==> src/rtl/serial_demux_pkg.sv <==
// serial_demux_pkg: shared types and constants for the serial demux receiver.
//   state_t   - receiver FSM states
//   START_BIT - line level that marks the start of a frame
//   max_w()   - wider of two field widths, sizes the shared field counter
package serial_demux_pkg;

    typedef enum logic [2:0] {
        IDLE,
        ADDR,
        LEN,
        DATA,
        PAR
    } state_t;

    localparam logic START_BIT = 1'b0;

    function automatic int max_w(input int a, input int b);
        return (a > b) ? a : b;
    endfunction

endpackage

==> src/rtl/serial_demux_rx_bit_down_counter.sv <==
// bit_down_counter: loadable down counter that saturates at zero.
//   clk, rst  - clock, asynchronous active-high reset (count cleared)
//   load      - load load_val (has priority over en)
//   en        - decrement by one unless already zero
//   load_val  - value to load
//   zero, one - count==0 / count==1 flags
module bit_down_counter #(
    parameter int W = 4
) (
    input  logic         clk,
    input  logic         rst,
    input  logic         load,
    input  logic         en,
    input  logic [W-1:0] load_val,
    output logic         zero,
    output logic         one
);

    logic [W-1:0] cnt;

    always_ff @(posedge clk or posedge rst) begin
        if (rst)
            cnt <= '0;
        else if (load)
            cnt <= load_val;
        else if (en && (cnt != '0))
            cnt <= cnt - W'(1);
    end

    assign zero = (cnt == '0);
    assign one  = (cnt == W'(1));

endmodule

==> src/rtl/serial_demux_rx.sv <==
// serial_demux_rx: serial frame receiver. Decodes start bit, channel address
// and payload length from ser_in, then steers the payload bits to one of
// 2**CH_BITS lanes with a per-lane valid strobe. Optional even parity check.
//   clk, rst       - clock, asynchronous active-high reset
//   clk_en         - bit strobe; all sampling and state updates gated by it
//   ser_in         - serial input, idle high, fields MSB first
//   ser_out        - ser_in on the selected lane during payload, else 0
//   ser_out_valid  - one-hot payload strobe for the selected lane
//   chan, len      - address / length of the current or last frame
//   idle           - FSM in IDLE
//   frame_done     - one-cycle pulse after the edge that returns to IDLE
//   parity_err     - sticky parity mismatch, cleared on the next start bit
module serial_demux_rx
    import serial_demux_pkg::*;
#(
    parameter int CH_BITS   = 2,
    parameter int LEN_W     = 5,
    parameter int PARITY_EN = 1
) (
    input  logic                  clk,
    input  logic                  rst,
    input  logic                  clk_en,
    input  logic                  ser_in,
    output logic [2**CH_BITS-1:0] ser_out,
    output logic [2**CH_BITS-1:0] ser_out_valid,
    output logic [CH_BITS-1:0]    chan,
    output logic [LEN_W-1:0]      len,
    output logic                  idle,
    output logic                  frame_done,
    output logic                  parity_err
);

    localparam int CW = max_w(CH_BITS, LEN_W);

    state_t               state, state_nx;
    logic                 start;
    logic                 acc;
    logic [CH_BITS-1:0]   chan_nx;
    logic [LEN_W-1:0]     len_nx;

    logic                 fld_load, fld_en, fld_zero, fld_one;
    logic [CW-1:0]        fld_load_val;
    logic                 dat_load, dat_en, dat_zero, dat_one;
    logic                 unused_flags;

    assign start   = (state == IDLE) && (ser_in == START_BIT);
    assign chan_nx = (chan << 1) | CH_BITS'(ser_in);
    assign len_nx  = (len << 1) | LEN_W'(ser_in);

    // Field counter: counts address bits, then is reloaded for length bits.
    assign fld_load     = clk_en && (start || ((state == ADDR) && fld_zero));
    assign fld_load_val = (state == IDLE) ? CW'(CH_BITS - 1) : CW'(LEN_W - 1);
    assign fld_en       = clk_en && ((state == ADDR) || (state == LEN));

    // Payload counter: loaded with the assembled length on the last LEN bit.
    assign dat_load = clk_en && (state == LEN) && fld_zero && (len_nx != '0);
    assign dat_en   = clk_en && (state == DATA);

    // Only one flag of each counter drives the FSM.
    assign unused_flags = fld_one ^ dat_zero;

    bit_down_counter #(.W(CW)) u_fld_cnt (
        .clk      (clk),
        .rst      (rst),
        .load     (fld_load),
        .en       (fld_en),
        .load_val (fld_load_val),
        .zero     (fld_zero),
        .one      (fld_one)
    );

    bit_down_counter #(.W(LEN_W)) u_dat_cnt (
        .clk      (clk),
        .rst      (rst),
        .load     (dat_load),
        .en       (dat_en),
        .load_val (len_nx),
        .zero     (dat_zero),
        .one      (dat_one)
    );

    // State register
    always_ff @(posedge clk or posedge rst) begin
        if (rst)
            state <= IDLE;
        else
            state <= state_nx;
    end

    // Next-state logic
    always_comb begin
        state_nx = state;
        if (clk_en) begin
            case (state)
                IDLE: if (start) state_nx = ADDR;
                ADDR: if (fld_zero) state_nx = LEN;
                LEN: begin
                    if (fld_zero) begin
                        if (len_nx != '0)
                            state_nx = DATA;
                        else
                            state_nx = (PARITY_EN != 0) ? PAR : IDLE;
                    end
                end
                // Exit on the last payload bit, so test count==1 not zero.
                DATA: if (dat_one) state_nx = (PARITY_EN != 0) ? PAR : IDLE;
                PAR:  state_nx = IDLE;
                default: state_nx = IDLE;
            endcase
        end
    end

    // Field shift registers, parity accumulator and status flags
    always_ff @(posedge clk or posedge rst) begin
        if (rst) begin
            chan       <= '0;
            len        <= '0;
            acc        <= 1'b0;
            parity_err <= 1'b0;
            frame_done <= 1'b0;
        end else begin
            frame_done <= (state != IDLE) && (state_nx == IDLE);
            if (clk_en) begin
                case (state)
                    IDLE: begin
                        if (start) begin
                            chan       <= '0;
                            len        <= '0;
                            acc        <= 1'b0;
                            parity_err <= 1'b0;
                        end
                    end
                    ADDR: chan <= chan_nx;
                    LEN:  len  <= len_nx;
                    DATA: acc  <= acc ^ ser_in;
                    PAR:  if (ser_in != acc) parity_err <= 1'b1;
                    default: ;
                endcase
            end
        end
    end

    // Output decode: zero-latency pass-through on the addressed lane
    always_comb begin
        ser_out_valid = '0;
        ser_out       = '0;
        idle          = (state == IDLE);
        if ((state == DATA) && clk_en) begin
            ser_out_valid[chan] = 1'b1;
            ser_out[chan]       = ser_in;
        end
    end

endmodule

==> config.mk <==
export PLATFORM = sky130hd
export DESIGN_NAME = serial_demux_rx
export DESIGN_NICKNAME = d
export VERILOG_FILES = /design/src/rtl/serial_demux_pkg.sv /design/src/rtl/serial_demux_rx_bit_down_counter.sv /design/src/rtl/serial_demux_rx.sv
export SDC_FILE = /design/constraint.sdc
export NUM_CORES = 1
export LEC_CHECK = 0
export ABC_AREA = 1
export CAP_MARGIN = 20
export CORE_ASPECT_RATIO = 1.75
export CORE_UTILIZATION = 48
export DETAILED_ROUTE_END_ITERATION = 6
export MAX_ROUTING_LAYER = met4
export PLACE_DENSITY_LB_ADDON = 0.1
export SETUP_SLACK_MARGIN = 0.15
export SYNTH_ARGS = -nofsm -noshare
export SYNTH_HDL_FRONTEND = slang
export SYNTH_SLANG_ARGS = --single-unit
==> constraint.sdc <==
create_clock -name clk -period 1.42 [get_ports clk]
set_input_delay 0.213 -clock clk [delete_from_list [all_inputs] [get_ports clk]]
set_output_delay 0.213 -clock clk [all_outputs]
set_load 0.02 [all_outputs]
==> metrics.md, run 1 <==
| Metric | Value |
|---|---|
| H-Tree Level Count | 1 |
| Initial antenna violation count | 0 |
| RR Startpoint | state[0] |
| Clock Path Buffers | 2 |
| Fillers | 109 |
| Initial DRC Count | 94 |
| Detail Route Antenna Nets | 0 |
| EDFF count, synth | 0 |
| Clk pin slew, worst setup/hold paths | 0.08 ns |
| Core Util, Final | 0.911 |
| #FFs+latches synth | 23 |
| # IOs | 22 |
| Final net count | 271 |
| Final GP Congestion | 0.948 |
| Final non-filler cell area | 2530 um2 |
| WP data required | 1.21 ns |
| Crit path DAT | 1.53 ns |
| Chip height | 74.4 um |
| Setup CP Type | flip-flop to primary output |
| Vias in the first global route | 1530 |
| Area growth syn-to-layout | 76.5% |
| Largest net degree at the start of global routing | 24 |
| Final setup margin | -0.319 ns |
| Distinct cells, synth | 29 |
| # diodes | 0 |
| VDD IR max | 1480 uV |
| Vias/cell | 6.04 |
| Grt met3 use | 0.0291 |
| Leak | 1.22 nW |
| FF-to-FF setup slack | -0.26 ns |
| Ys async rst share | 1.00 |
| Relative slew slack | 0.739 |
| Routed WL | 5770 um |
| Gr ovfl total | 0 |
| Synth Cell Area | 1440 um2 |
| Worst-Skew Late Latency | 0.27 ns |
| Reg2reg end | state[0] |
| GR met2 Demand/Resource | 0.547 |
| Worst-margin pin slew | 0.391 ns |
| R2R cell count | 9 |
| Final std cells w/o fill | 288 |
| Crit start category | flip-flop |
| Fin crit share | 1.22 |
| FMAX | 575 MHz |
| Share of cells above drive strength 1 | 0.567 |
| Status | finished with violations |
| Post-route DRC | 4 |
| Overall Global Routing Usage | 0.293 |
| Die area | 3220 um2 |
| Power density cells | 1960 nW/um2 |
| Final min period | 1.74 ns |
| IO Port Bufs | 21 |
| Most frequent cells in the layout | buf_4 (44), nand2_1 (24), dfrtp_1 (21) |
| Slew Limit Fails | 0 |
| First-pass GRT wire length | 6710 um |
| Met1 usage | 0.292 |
| Clk Tree Root Cell | clkbuf_8 |
| Initial Util | 0.516 |
| Rows | 25 |
| Worst slack, placed | -0.562 ns |
| RSZ-0062 raised after global routing | yes |
| Placed Area | 2090 um2 |
| Yosys Warn Count | 0 |
| Post-Synthesis Cells | 187 |
| Worst setup EP type | primary output |
| CP max FO | 4 |
| Avg Inst Size Synth | 7.68 um2 |
| DR vias | 1740 |
| Most used DFF post-synth | dfrtp_1 |
| Core box area | 2780 um2 |
| Max Cap Violations | 0 |
| DR WL/cell | 20.0 um |
| Worst hold margin | 0.277 ns |
| Die Span X | 43.4 um |
| CTS tree | yes |
| Most common cell after layout, fill and taps aside | buf_4 |
| Syn Nets | 196 |
| TritonCTS Buffers | 3 |
| Finish-stage setup viols | 32 |
| Clock skew | 0.00543 ns |
| Violated checks | design-rule violations, negative setup slack |
| Global routing's busiest layer | met2 |
| Final Hold Vio Count | 0 |
| TritonCTS Sinks | 23 |
| Sequential share of the synthesized area | 0.401 |
| Min-Delay Path Class | input pin to async pin |
| DR pass1 iterations | 6 |
| Dpl hpwl | 2960 um |
| Dpl cells | 269 |
[report_power, final]
part / switching, W / total, W / internal [W] / leakage, nW
combinational: 0.00197 / 0.00345 / 0.00148 / 0.897
sequential: 0.000222 / 0.00111 / 0.000885 / 0.295
clock: 0.000220 / 0.000417 / 0.000197 / 0.0255
[worst max-delay path, cell delays in order, from the launching register on]
cell and delay (ns):
dfrtp_1 0.38, nand2_2 0.08, nor2_4 0.23, nand2_4 0.15, nor4_4 0.20, buf_4 0.21
[sequential cells by signal (all words and copies together) (netlist names)]
signal and cells:
acc 1, chan 2, frame_done 1, len 5, parity_err 1, state 3
u_dat_cnt.cnt 5, u_fld_cnt.cnt 5
[metal layers]
metal	wire (um)	vias up
met5	0	-
met4	340	0
met3	241	34
met2	3300	89
met1	1890	854
li1	-	763
[Yosys cell counts, types with 3 or more instances]
cell	count	area [um2]
nand2_1	38	143
nand3_1	18	90.1
a21oi_1	3	15.0
nor3_1	5	25.0
inv_2	7	26.3
nand2_2	4	25.0
nor2_2	4	25.0
o21ai_0	5	25.0
nor4_1	4	25.0
inv_1	25	93.8
nor2_1	14	52.6
xor2_1	4	35.0
dfrtp_1	23	576
o21ai_1	6	30.0
o22ai_1	3	18.8
nand3_2	3	30.0
ha_1	5	62.6
[metrics by stage]
stage / total power (W) / TNS [ns]
6_report: 0.00497 / -4.40
5_1_grt: 0.00518 / -5.38
4_1_cts: 0.00416 / -2.10
3_5_place_dp: 0.00349 / -10.08
3_3_place_gp: 0.00338 / -9.13
2_1_floorplan: 0.00248 / 0
[worst max-delay path by stage]
| stage | startpoint | endpoint | slack (ns) | depth (start not counted) |
|---|---|---|---|---|
| 3_5_place_dp | clk_en | ser_out[1] | -0.56 | 4 |
| 2_1_floorplan | chan[0] | ser_out[1] | 0.04 | 2 |
| 3_3_place_gp | clk_en | ser_out[1] | -0.53 | 4 |
| 6_report | state[0] | ser_out[3] | -0.32 | 5 |
| 5_1_grt | state[0] | ser_out[3] | -0.34 | 5 |
| 4_1_cts | state[0] | ser_out[2] | -0.19 | 5 |
[logic make-up (layout without fill, tap and decap cells)]
kind of cell             count (synthesis)  count (layout)  synth area share
AO/OA/AOI/OAI                           25              25             0.106
XOR/XNOR                                 6               6            0.0366
adder cells (fa/ha/maj)                  5               5            0.0436
buffers and inverters                   34             106            0.0915
flip-flops                              23              23             0.401
AND/OR/NAND/NOR                         94              96             0.321
[area by class of cell]
| cell class | count | area (um2) | area share |
|---|---|---|---|
| Clock inverter | 1 | 5.00 | 0.00197 |
| Inverter | 33 | 141 | 0.0558 |
| Multi-Input combinational cell | 132 | 1150 | 0.452 |
| Timing Repair Buffer | 69 | 589 | 0.232 |
| Clock buffer | 3 | 41.3 | 0.0163 |
| Sequential cell | 23 | 578 | 0.228 |
| Tap cell | 27 | 33.8 | 0.0133 |
[repair_timing]
item,CTS,global route
gates cloned,2,0
pin swaps,8,14
endpoints found under the setup margin,41,33
gates resized for setup,93,48
setup buffers,4,9
hold buffers,0,0
No activity file was read; power rests on OpenSTA's default activity.
==> inputs of run 2 (changes only) <==
==> constraint.sdc (replaced) <==
create_clock -name clk -period 1.42 [get_ports clk]
set_input_delay 0.355 -clock clk [delete_from_list [all_inputs] [get_ports clk]]
set_output_delay 0.355 -clock clk [all_outputs]
set_load 0.02 [all_outputs]
==> metrics.md, run 2 (synthesis results as in run 1) <==
| Metric | Value |
|---|---|
| Most frequent cells in the layout | buf_4 (46), nand2_1 (27), dfrtp_1 (21) |
| Fin crit share | 1.22 (-0.00799) |
| Clk pin slew, worst setup/hold paths | 0.08 ns (about the same) |
| TritonCTS Sinks | 23 (unchanged) |
| DR vias | 1593 (-8.4%) |
| Clock skew | 0.00260 ns (-0.00282 ns) |
| FF-to-FF setup slack | -0.25 ns (about the same) |
| Min-Delay Path Class | input pin to async pin |
| Worst setup EP type | primary output |
| Final non-filler cell area | 2430 um2 (-4.1%) |
| Worst-path cell chain | nand2_2 > nor2_4 > nand2_4 > nor4_4 > buf_4 |
| Worst-margin pin slew | 0.305 ns (-0.0857 ns) |
| Placed Area | 2090 um2 (-0.24%) |
| Largest regs | len (5), u_dat_cnt.cnt (5), u_fld_cnt.cnt (5) |
| Crit path DAT | 1.37 ns (-0.16 ns) |
| Initial antenna violation count | 0 (unchanged) |
| CP max FO | 5 (+1) |
| Initial Util | 0.516 (unchanged) |
| Reg2reg end | u_fld_cnt.cnt[2] |
| Final Hold Vio Count | 0 (unchanged) |
| WP data required | 1.07 ns (-0.14 ns) |
| Vias in the first global route | 1549 (+1.2%) |
| DR WL/cell | 16.4 um (-18%) |
| Leak | 1.19 nW (-2.0%) |
| Overall Global Routing Usage | 0.287 (-0.00590) |
| Final setup margin | -0.308 ns (+0.0113 ns) |
| Crit start category | flip-flop |
| Final std cells w/o fill | 290 (+0.69%) |
| IO Port Bufs | 21 (unchanged) |
| Violated checks | negative setup slack |
| Rows | 25 (unchanged) |
| TNS Setup | -6.73 ns (-2.33 ns) |
| Gr ovfl total | 0 (unchanged) |
| Status | finished with violations |
| VDD IR max | 1370 uV (-7.6%) |
| Max Cap Violations | 0 (unchanged) |
| FMAX | 579 MHz (+0.66%) |
| CP max stage delay | 0.38 ns (about the same) |
| Final min period | 1.73 ns (-0.0113 ns) |
| Core box area | 2780 um2 (unchanged) |
| Slew Limit Fails | 0 (unchanged) |
| # diodes | 0 (unchanged) |
| Clk Tree Root Cell | clkbuf_8 |
| Finish-stage setup viols | 32 (unchanged) |
| Dpl cells | 270 (+0.37%) |
| Slowest cell on the critical path | dfrtp_1 |
| Most common cell after layout, fill and taps aside | buf_4 |
| Final net count | 273 (+0.74%) |
| Die Span X | 43.4 um (unchanged) |
| Worst-Skew Late Latency | 0.27 ns (about the same) |
| Vias/cell | 5.49 (-9.1%) |
| Worst hold margin | 0.429 ns (+0.152 ns) |
| Post-route DRC | 0 (-4) |
| Setup CP Type | flip-flop to primary output |
| Chip height | 74.4 um (unchanged) |
| Initial DRC Count | 63 (-33%) |
| Share of cells above drive strength 1 | 0.544 (-0.0233) |
| DR pass1 iterations | 4 (-2) |
| H-Tree Level Count | 1 (unchanged) |
| Power density cells | 1900 nW/um2 (-3.3%) |
| Area growth syn-to-layout | 69.2% |
| RSZ-0062 raised after global routing | yes |
| First-pass GRT wire length | 6700 um (-0.10%) |
| Routed WL | 4750 um (-18%) |
| Clock Path Buffers | 2 (unchanged) |
| Beginning of the critical path | state[0] |
| CTS tree | yes |
| Die area | 3220 um2 (unchanged) |
| Total power | 0.00461 W (-7.3%) |
| Detail Route Antenna Nets | 0 (unchanged) |
| R2R cell count | 12 (+3) |
| TritonCTS Buffers | 3 (unchanged) |
| Final GP Congestion | 0.866 (-8.7%) |
| Relative slew slack | 0.795 (+0.0559) |
| RR Startpoint | state[2] |
| # IOs | 22 (unchanged) |
| Dpl hpwl | 3040 um (+2.7%) |
| Largest net degree at the start of global routing | 15 (-38%) |
[run 2: changes by cell type in the layout (fill, tap and decap cells not counted), moves of 3 or more]
cell,previous run,this run
o21ai_1,4,7
nand3_1,9,13
nand3_2,8,5
dlygate4sd2_1,9,2
buf_2,1,6
nand2_4,12,9
nand2_1,24,27
[run 2: final cells by class]
class | count | area, um2
clock buffer | 4 | 45.0
fill | 144 | 354
inverter | 33 | 136
multi-input combinational | 132 | 1040
sequential | 23 | 578
tap | 27 | 33.8
timing repair buffer | 71 | 596
[run 2: worst max-delay path by stage]
stage                     depth (start not counted)         end  slack [ns]
after floorplan                                   4  ser_out[1]       -0.07
after global placement                            4  ser_out[1]       -0.82
after detailed placement                          4  ser_out[1]       -0.87
after CTS                                         5  ser_out[2]       -0.32
after global routing                              5  ser_out[1]       -0.35
final                                             5  ser_out[1]       -0.31
[run 2: power breakdown]
part	switching [W]	total [W]	internal, W
sequential	0.000182	0.00107	0.000885
clock	0.000213	0.000414	0.000201
combinational	0.00172	0.00313	0.00141
[run 2: metrics by stage]
stage          setup WS (ns)   util
3_3_place_gp          -0.816  0.750
4_1_cts               -0.324  0.793
2_1_floorplan        -0.0657      -
3_5_place_dp          -0.866  0.750
5_1_grt               -0.353  0.873
6_report              -0.308  0.873
[run 2: metal layers]
layer | share of wire | vias to the layer above | track usage
met3 | 0.023 | 15 | 0.0316
met2 | 0.59 | 32 | 0.540
li1 | - | 762 | -
met1 | 0.35 | 784 | 0.289
met5 | 0 | - | -
met4 | 0.034 | 0 | 0.125
[run 2: worst max-delay path, delay by kind of cell (launching register included)]
family / cells / cell delay, ns
buffers and inverters: 1 / 0.18
flip-flops: 1 / 0.38
AND/OR/NAND/NOR: 4 / 0.53
[run 2: timing repair]
item	in CTS	in global routing
endpoints found under the hold margin	0	0
setup buffers	6	8
pin swaps	7	11
setup endpoints to repair	41	36
resized for setup	99	49
hold buffers	0	0
gates cloned	2	0
==> inputs of run 3 (changes only) <==
--- a/config.mk
+++ b/config.mk
@@ -8,6 +8,7 @@
 export ABC_AREA = 1
 export CAP_MARGIN = 20
 export CORE_ASPECT_RATIO = 1.75
+export CORE_MARGIN = 1
 export CORE_UTILIZATION = 48
 export DETAILED_ROUTE_END_ITERATION = 6
 export MAX_ROUTING_LAYER = met4
==> results of run 3 <==
Same layout as run 2: the final DEF is identical, and so are final timing and power.
